### src/rtl/i2c_ext_pkg.sv
// Shared types and constants for the arbitrated write-only I2C master that
// feeds an external bus extender.
package i2c_ext_pkg;

    typedef enum logic [2:0] {
        IDLE, START, ADDR, ACK1, DATA, ACK2, STOP, DONE
    } state_e;

    localparam int BIT_CNT_W = 3;

    localparam logic [1:0] PH_Q0 = 2'd0;
    localparam logic [1:0] PH_Q1 = 2'd1;
    localparam logic [1:0] PH_Q2 = 2'd2;
    localparam logic [1:0] PH_Q3 = 2'd3;

    typedef struct packed {
        logic scl;
        logic sda;
    } bus_t;

    // SCL/SDA levels for a given state and quarter-bit phase.
    function automatic bus_t bus_level(state_e st, logic [1:0] ph, logic tx_bit);
        bus_t b;
        b.scl = 1'b1;
        b.sda = 1'b1;
        case (st)
            START: begin
                b.scl = (ph != PH_Q3);
                b.sda = (ph == PH_Q0);
            end
            ADDR, ACK1, DATA, ACK2: begin
                b.scl = (ph == PH_Q1) || (ph == PH_Q2);
                b.sda = tx_bit;
            end
            STOP: begin
                b.scl = (ph != PH_Q0);
                b.sda = (ph == PH_Q2) || (ph == PH_Q3);
            end
            default: ;
        endcase
        return b;
    endfunction

endpackage

### src/rtl/i2c_ext_arb_master_tick.sv
// Quarter-bit strobe: one-cycle tick every CLK_DIV clocks while enabled,
// restarting from zero whenever the enable drops.
module i2c_tick_gen #(
    parameter int CLK_DIV = 4
) (
    input  logic clk,
    input  logic rst,
    input  logic en,
    output logic tick
);

    logic [7:0] cnt_q;

    assign tick = en && (cnt_q == 8'(CLK_DIV - 1));

    always_ff @(posedge clk) begin
        if (rst || !en) begin
            cnt_q <= '0;
        end else if (tick) begin
            cnt_q <= '0;
        end else begin
            cnt_q <= cnt_q + 8'd1;
        end
    end

endmodule

### src/rtl/i2c_ext_arb_master.sv
// Two-requester round-robin I2C write master: START, address+W, ACK, one
// data byte, ACK, STOP, paced by quarter-bit ticks.
module i2c_ext_arb_master
    import i2c_ext_pkg::*;
#(
    parameter int CLK_DIV = 4
) (
    input  logic       clk,
    input  logic       rst,
    input  logic [1:0] req_valid,
    input  logic [6:0] req_addr0,
    input  logic [6:0] req_addr1,
    input  logic [7:0] req_data0,
    input  logic [7:0] req_data1,
    output logic [1:0] req_ready,
    output logic [1:0] done,
    output logic       nack,
    output logic       busy,
    output logic       scl_o,
    output logic       sda_o,
    input  logic       sda_i
);

    state_e                 state_q, state_d;
    logic [1:0]             phase_q, phase_d;
    logic [BIT_CNT_W-1:0]   bit_cnt_q, bit_cnt_d;
    logic                   nack_acc_q, nack_acc_d;
    logic                   last_q;
    logic                   owner_q;
    logic [6:0]             addr_q;
    logic [7:0]             data_q;
    logic                   scl_q, sda_q, busy_q, nack_q;
    logic [1:0]             done_q;

    logic                   tick;
    logic                   any_req;
    logic                   gnt_idx;
    logic [7:0]             addr_byte;
    logic                   tx_bit_d;
    bus_t                   bus_d;

    i2c_tick_gen #(.CLK_DIV(CLK_DIV)) u_tick (
        .clk  (clk),
        .rst  (rst),
        .en   (busy_q),
        .tick (tick)
    );

    // last_q holds the previous winner; on a tie the other requester wins.
    assign any_req   = |req_valid;
    assign gnt_idx   = (&req_valid) ? ~last_q : req_valid[1];
    assign req_ready = (!rst && state_q == IDLE && any_req) ?
                       (gnt_idx ? 2'b10 : 2'b01) : 2'b00;
    assign addr_byte = {addr_q, 1'b0};

    always_comb begin
        state_d    = state_q;
        phase_d    = phase_q;
        bit_cnt_d  = bit_cnt_q;
        nack_acc_d = nack_acc_q;
        case (state_q)
            IDLE: begin
                if (any_req) begin
                    state_d    = START;
                    phase_d    = PH_Q0;
                    bit_cnt_d  = '0;
                    nack_acc_d = 1'b0;
                end
            end
            DONE: state_d = IDLE;
            default: begin
                if (tick) begin
                    if (phase_q == PH_Q2 && (state_q == ACK1 || state_q == ACK2) && sda_i) begin
                        nack_acc_d = 1'b1;
                    end
                    if (phase_q != PH_Q3) begin
                        phase_d = phase_q + 2'd1;
                    end else begin
                        phase_d = PH_Q0;
                        case (state_q)
                            START: begin
                                state_d   = ADDR;
                                bit_cnt_d = '0;
                            end
                            ADDR: begin
                                if (bit_cnt_q == '1) state_d = ACK1;
                                else                 bit_cnt_d = bit_cnt_q + BIT_CNT_W'(1);
                            end
                            ACK1: begin
                                state_d   = nack_acc_q ? STOP : DATA;
                                bit_cnt_d = '0;
                            end
                            DATA: begin
                                if (bit_cnt_q == '1) state_d = ACK2;
                                else                 bit_cnt_d = bit_cnt_q + BIT_CNT_W'(1);
                            end
                            ACK2:    state_d = STOP;
                            STOP:    state_d = DONE;
                            default: state_d = IDLE;
                        endcase
                    end
                end
            end
        endcase
    end

    always_comb begin
        tx_bit_d = 1'b1;
        if (state_d == ADDR)      tx_bit_d = addr_byte[~bit_cnt_d];
        else if (state_d == DATA) tx_bit_d = data_q[~bit_cnt_d];
        bus_d = bus_level(state_d, phase_d, tx_bit_d);
    end

    // NOTE: pin levels are registered from the next state so scl_o/sda_o are
    // glitch-free flop outputs that change in the same cycle as state_q.
    always_ff @(posedge clk) begin
        if (rst) begin
            state_q    <= IDLE;
            phase_q    <= PH_Q0;
            bit_cnt_q  <= '0;
            nack_acc_q <= 1'b0;
            last_q     <= 1'b1;
            owner_q    <= 1'b0;
            addr_q     <= '0;
            data_q     <= '0;
            scl_q      <= 1'b1;
            sda_q      <= 1'b1;
            busy_q     <= 1'b0;
            done_q     <= 2'b00;
            nack_q     <= 1'b0;
        end else begin
            state_q    <= state_d;
            phase_q    <= phase_d;
            bit_cnt_q  <= bit_cnt_d;
            nack_acc_q <= nack_acc_d;
            if (state_q == IDLE && any_req) begin
                owner_q <= gnt_idx;
                last_q  <= gnt_idx;
                addr_q  <= gnt_idx ? req_addr1 : req_addr0;
                data_q  <= gnt_idx ? req_data1 : req_data0;
            end
            scl_q  <= bus_d.scl;
            sda_q  <= bus_d.sda;
            busy_q <= (state_d != IDLE) && (state_d != DONE);
            done_q <= (state_d == DONE) ? (owner_q ? 2'b10 : 2'b01) : 2'b00;
            if (state_d == DONE) nack_q <= nack_acc_d;
        end
    end

    assign scl_o = scl_q;
    assign sda_o = sda_q;
    assign busy  = busy_q;
    assign done  = done_q;
    assign nack  = nack_q;

endmodule
### config.mk
export PLATFORM = sky130hd
export DESIGN_NAME = i2c_ext_arb_master
export DESIGN_NICKNAME = d
export VERILOG_FILES = /design/src/rtl/i2c_ext_pkg.sv /design/src/rtl/i2c_ext_arb_master_tick.sv /design/src/rtl/i2c_ext_arb_master.sv
export SDC_FILE = /design/constraint.sdc
export NUM_CORES = 1
export LEC_CHECK = 0
export ABC_AREA = 1
export ABC_CLOCK_PERIOD_IN_PS = 3700
export BUFFER_PORTS_ARGS = -buffer_cell sky130_fd_sc_hd__clkbuf_2
export CORE_MARGIN = 2
export CORE_UTILIZATION = 60
export CTS_CLUSTER_SIZE = 8
export DETAILED_ROUTE_END_ITERATION = 12
export MAX_ROUTING_LAYER = met4
export PLACE_DENSITY = 0.9
export SLEW_MARGIN = 20
export SYNTH_ARGS = -nofsm -noshare
export SYNTH_HDL_FRONTEND = slang
export SYNTH_SLANG_ARGS = --single-unit
### constraint.sdc
create_clock -name clk -period 3.7 [get_ports clk]
set_input_delay 0.74 -clock clk [delete_from_list [all_inputs] [get_ports clk]]
set_output_delay 0.74 -clock clk [all_outputs]
set_load 0.05 [all_outputs]
==> out/summary.log <==
INFO  sta            setup_violations=0
INFO  critical_path  cp_common_cell=sky130_fd_sc_hd__nand2_1
INFO  die            x_dimension_of_the_die=66.38um
INFO  critical_path  timing.critical_path.max_delay_family=buffers and inverters
INFO  logic_synthesis synthesis.nets=403
INFO  sta            setup_total_negative_slack=0ps
INFO  logic_synthesis syn_inst=361
INFO  placement      detailedPlace.worstSlack=757.5ps
INFO  clocking       cts_hold_repair.buffers=0
INFO  clocking       clkSlewWorstSetupHoldPaths=70ps
INFO  critical_path  endpoint_kind=output port
INFO  grt            grt_overflow=0
INFO  logic_synthesis netlist-cell-type-count=28
INFO  logic_synthesis synth_area_per_cell=6.467squm
INFO  finish         final_util=72.52%
INFO  critical_path  critical_path_buf_inv_count=3
INFO  sta            hold_viol=0
INFO  run_status     run_status=complete, no violations
INFO  logic_synthesis netlist.area_leader.share=34.30%
INFO  sta            timing_worst_slew_pin_value=607.2ps
INFO  power          netSwitchingPower=0.2542mW
INFO  die            design.portCount=43
INFO  logic_synthesis synthesis.yosys.warnings=0
INFO  detailed_routing routed_wl=5.026mm
INFO  power          irDropWorstVdd=0.3035mV
INFO  critical_path  crit_path_max_incr_delay=450ps
INFO  critical_path  worstPathCellList=clkbuf_2 > nand2_1 > nand2_1 > inv_1 > nand2_1 > nor2_1 > clkbuf_2
INFO  power          p_sw_share=28.04%
INFO  finish         layout-drive-gt1-share=22.28%
INFO  min_path       min_path_cells=1
INFO  min_path       min_path_type=reg -> reg
INFO  placement      buffers_on_ports=42
INFO  sta            max-slew-margin-rel=59.52%
INFO  grt            first_global_vias=2,161
INFO  power          power.density_cell_area=338.8nW/um^2
INFO  power          power_leakage=1.321nW
INFO  clocking       cts.repair.resized=0
INFO  sta            min_period=2929ps
INFO  power          power.combinational.fraction=16.0%
INFO  finish         fin_nets=445
INFO  sta            slew_viol_final=0
INFO  detailed_routing route.detailed.drc=0
INFO  critical_path  critical_path.max_fanout=17
INFO  die            die_area=4406squm
INFO  clocking       htreeDepth=2
INFO  clocking       clk-insertion-delay-late=300ps
INFO  logic_synthesis ys_seq_area_share=34.30%
INFO  die            chipHeight=66.38um
INFO  clocking       tritoncts=built
INFO  critical_path  worstSetupPathDepth=7
INFO  detailed_routing detailed_router_s_first_iteration_violation_count=111
INFO  clocking       cts-buffers-inserted=5
INFO  die            core-area=3689squm
INFO  grt            track_usage=27.39%
INFO  detailed_routing ant_nets=0
INFO  finish         most-common-layout-cells=sky130_fd_sc_hd__nand2_1, sky130_fd_sc_hd__nor2_1, sky130_fd_sc_hd__inv_1, sky130_fd_sc_hd__clkbuf_2, sky130_fd_sc_hd__dfxtp_1
INFO  critical_path  reg2reg_depth=13
INFO  logic_synthesis synth_area_leaders=sky130_fd_sc_hd__dfxtp_1, sky130_fd_sc_hd__nand2_1, sky130_fd_sc_hd__nor2_1
INFO  logic_synthesis post_synthesis_sequential_element_count=40
INFO  detailed_routing dr.pass1.iters=4
INFO  power          intPower=0.6521mW
INFO  detailed_routing route.vias.total=2,294
INFO  finish         mostFrequentLayoutCell=sky130_fd_sc_hd__nand2_1
INFO  die            rows=22
INFO  sta            worst_slack=771.1ps
INFO  power          share_seq_of_total_power=51.3%
INFO  grt            grt_first_pass_wirelength=8.976mm
INFO  clocking       cts-root-to-sink-buffers=2
INFO  critical_path  critical_path_arrival=2190ps
INFO  sta            final_min_period_over_clock_period=79.16%
INFO  logic_synthesis synth_area_leader_cell=sky130_fd_sc_hd__dfxtp_1
INFO  critical_path  standard_cell_with_the_maximum_stage_delay_on_the_critical_path=sky130_fd_sc_hd__inv_1
INFO  finish         num_antenna_cells=0
INFO  placement      gp_congestion=0.8929
INFO  critical_path  critical_path_class=in -> out
INFO  placement      dp_hpwl=3.956mm
INFO  grt            maximum_number_of_pins_on_one_net_before_global_route_repair=31
INFO  detailed_routing post_drt_wl_per_cell=11.12um
INFO  power          portion_of_total_power_attributed_to_the_clock_network=32.7%
INFO  sta            fmaxAchievable=341.4MHz
INFO  logic_synthesis synth_area=2335squm
INFO  grt            number_of_antenna_violations_at_the_first_check_in_global_routing=0
INFO  sta            rsz0062_at_grt=no
INFO  clocking       tritoncts_num_sinks=40
INFO  critical_path  critPathLaunchType=input port
INFO  die            floorplan.initialDensity=63.30%
INFO  finish         area_growth_syn_to_layout=14.58%
INFO  clocking       clockRootBuffer=sky130_fd_sc_hd__clkbuf_8
INFO  critical_path  required=2960ps
INFO  sta            timing.clock.skew=2.894ps
INFO  flow_run       number_of_violations_of_the_max_capacitance_limit=0
INFO  clocking       cts_setup_buffers=0
INFO  detailed_routing detail_route.vias_per_cell=5.075
[power by group through the flow]
stage | Sequential [mW] | Combinational, mW | Clock [mW]
floorplan | 0.481 | 0.0963 | 0
global placement | 0.474 | 0.141 | 0
detailed placement | 0.475 | 0.145 | 0
CTS | 0.465 | 0.145 | 0.302
global route | 0.467 | 0.168 | 0.322
finish | 0.465 | 0.145 | 0.296
[stage by stage]
step                      cells  hold WS, ps  total power [mW]  instance area, sq um
after floorplan             361        398.4            0.5768                  2335
after global placement      444        418.3            0.6151                  2582
after detailed placement    444        417.9            0.6194                  2582
after CTS                   452        432.4            0.9120                  2675
after global routing        452        462.8            0.9567                  2675
final                       452        427.4            0.9063                  2675
[synth_stat cells]
master,n
sky130_fd_sc_hd__o211ai_1,2
sky130_fd_sc_hd__nand2_4,5
sky130_fd_sc_hd__o21ai_0,20
sky130_fd_sc_hd__nor3_1,5
sky130_fd_sc_hd__o22ai_1,1
sky130_fd_sc_hd__xor2_1,2
sky130_fd_sc_hd__inv_1,43
sky130_fd_sc_hd__nand3_2,5
sky130_fd_sc_hd__and3_1,1
sky130_fd_sc_hd__nand4_1,2
sky130_fd_sc_hd__or2_2,1
sky130_fd_sc_hd__nor2_1,58
sky130_fd_sc_hd__inv_2,11
sky130_fd_sc_hd__inv_4,1
sky130_fd_sc_hd__nor4_1,1
sky130_fd_sc_hd__o21ai_1,2
sky130_fd_sc_hd__nand3b_1,2
sky130_fd_sc_hd__nand3_1,27
sky130_fd_sc_hd__a21oi_1,22
sky130_fd_sc_hd__nor2_2,4
sky130_fd_sc_hd__a31oi_1,1
sky130_fd_sc_hd__dfxtp_1,40
sky130_fd_sc_hd__nor2_4,3
sky130_fd_sc_hd__o21bai_1,1
sky130_fd_sc_hd__ha_1,7
sky130_fd_sc_hd__nand2_1,77
sky130_fd_sc_hd__clkbuf_1,8
sky130_fd_sc_hd__nand2_2,9
[logic make-up (layout without fill, tap and decap cells)]
| logic type | count (synthesis) | after routing | share of synthesized area, % |
|---|---|---|---|
| AND/OR/NAND/NOR | 200 | 200 | 40.03 |
| buffers and inverters | 63 | 106 | 10.24 |
| AO/OA/AOI/OAI | 49 | 49 | 10.93 |
| flip-flops | 40 | 40 | 34.30 |
| adder cells (fa/ha/maj) | 7 | 7 | 3.751 |
| XOR/XNOR | 2 | 2 | 0.7504 |
[per-layer routing]
layer  vias up  global-route usage, %  wire length (um)
met3         5                  6.133               135
li1       1217                      -                 -
met5         -                      -                 0
met2        28                  47.63              2510
met1      1044                  31.01              2306
met4         0                  9.184                74
[registers in the layout, indices dropped and copies added, names as in the netlist]
signal / cells
owner_q: 1
nack_acc_q: 1
done: 2
sda_o: 1
last_q: 1
data_q: 8
addr_q: 7
phase_q: 2
state_q: 3
u_tick.cnt_q: 8
bit_cnt_q: 3
busy: 1
nack: 1
scl_o: 1
[worst paths after layout]
path                                      start           end  slack [ps]
worst min-delay path                    owner_q       done[0]         430
worst max register to register  u_tick.cnt_q[0]         sda_o        1550
worst max-delay path               req_valid[0]  req_ready[1]         770
worst min register to register          owner_q       done[0]         430
[final cells by class]
class / instances / area (sq um)
Tap cell: 48 / 60.06
Timing Repair Buffer: 43 / 217.7
Fill cell: 329 / 1013
Clock inverter: 2 / 10.01
Sequential cell: 40 / 800.8
Clock buffer: 6 / 82.58
Inverter: 55 / 209.0
Multi-Input combinational cell: 258 / 1295
[worst register-to-register path, delay by kind of cell (launching register included)]
| family | cells | cell delay [ps] |
|---|---|---|
| adder cells (fa/ha/maj) | 2 | 420 |
| AO/OA/AOI/OAI | 2 | 460 |
| buffers and inverters | 2 | 180 |
| AND/OR/NAND/NOR | 7 | 620 |
| flip-flops | 1 | 350 |
(Power assumes the default switching activity.)
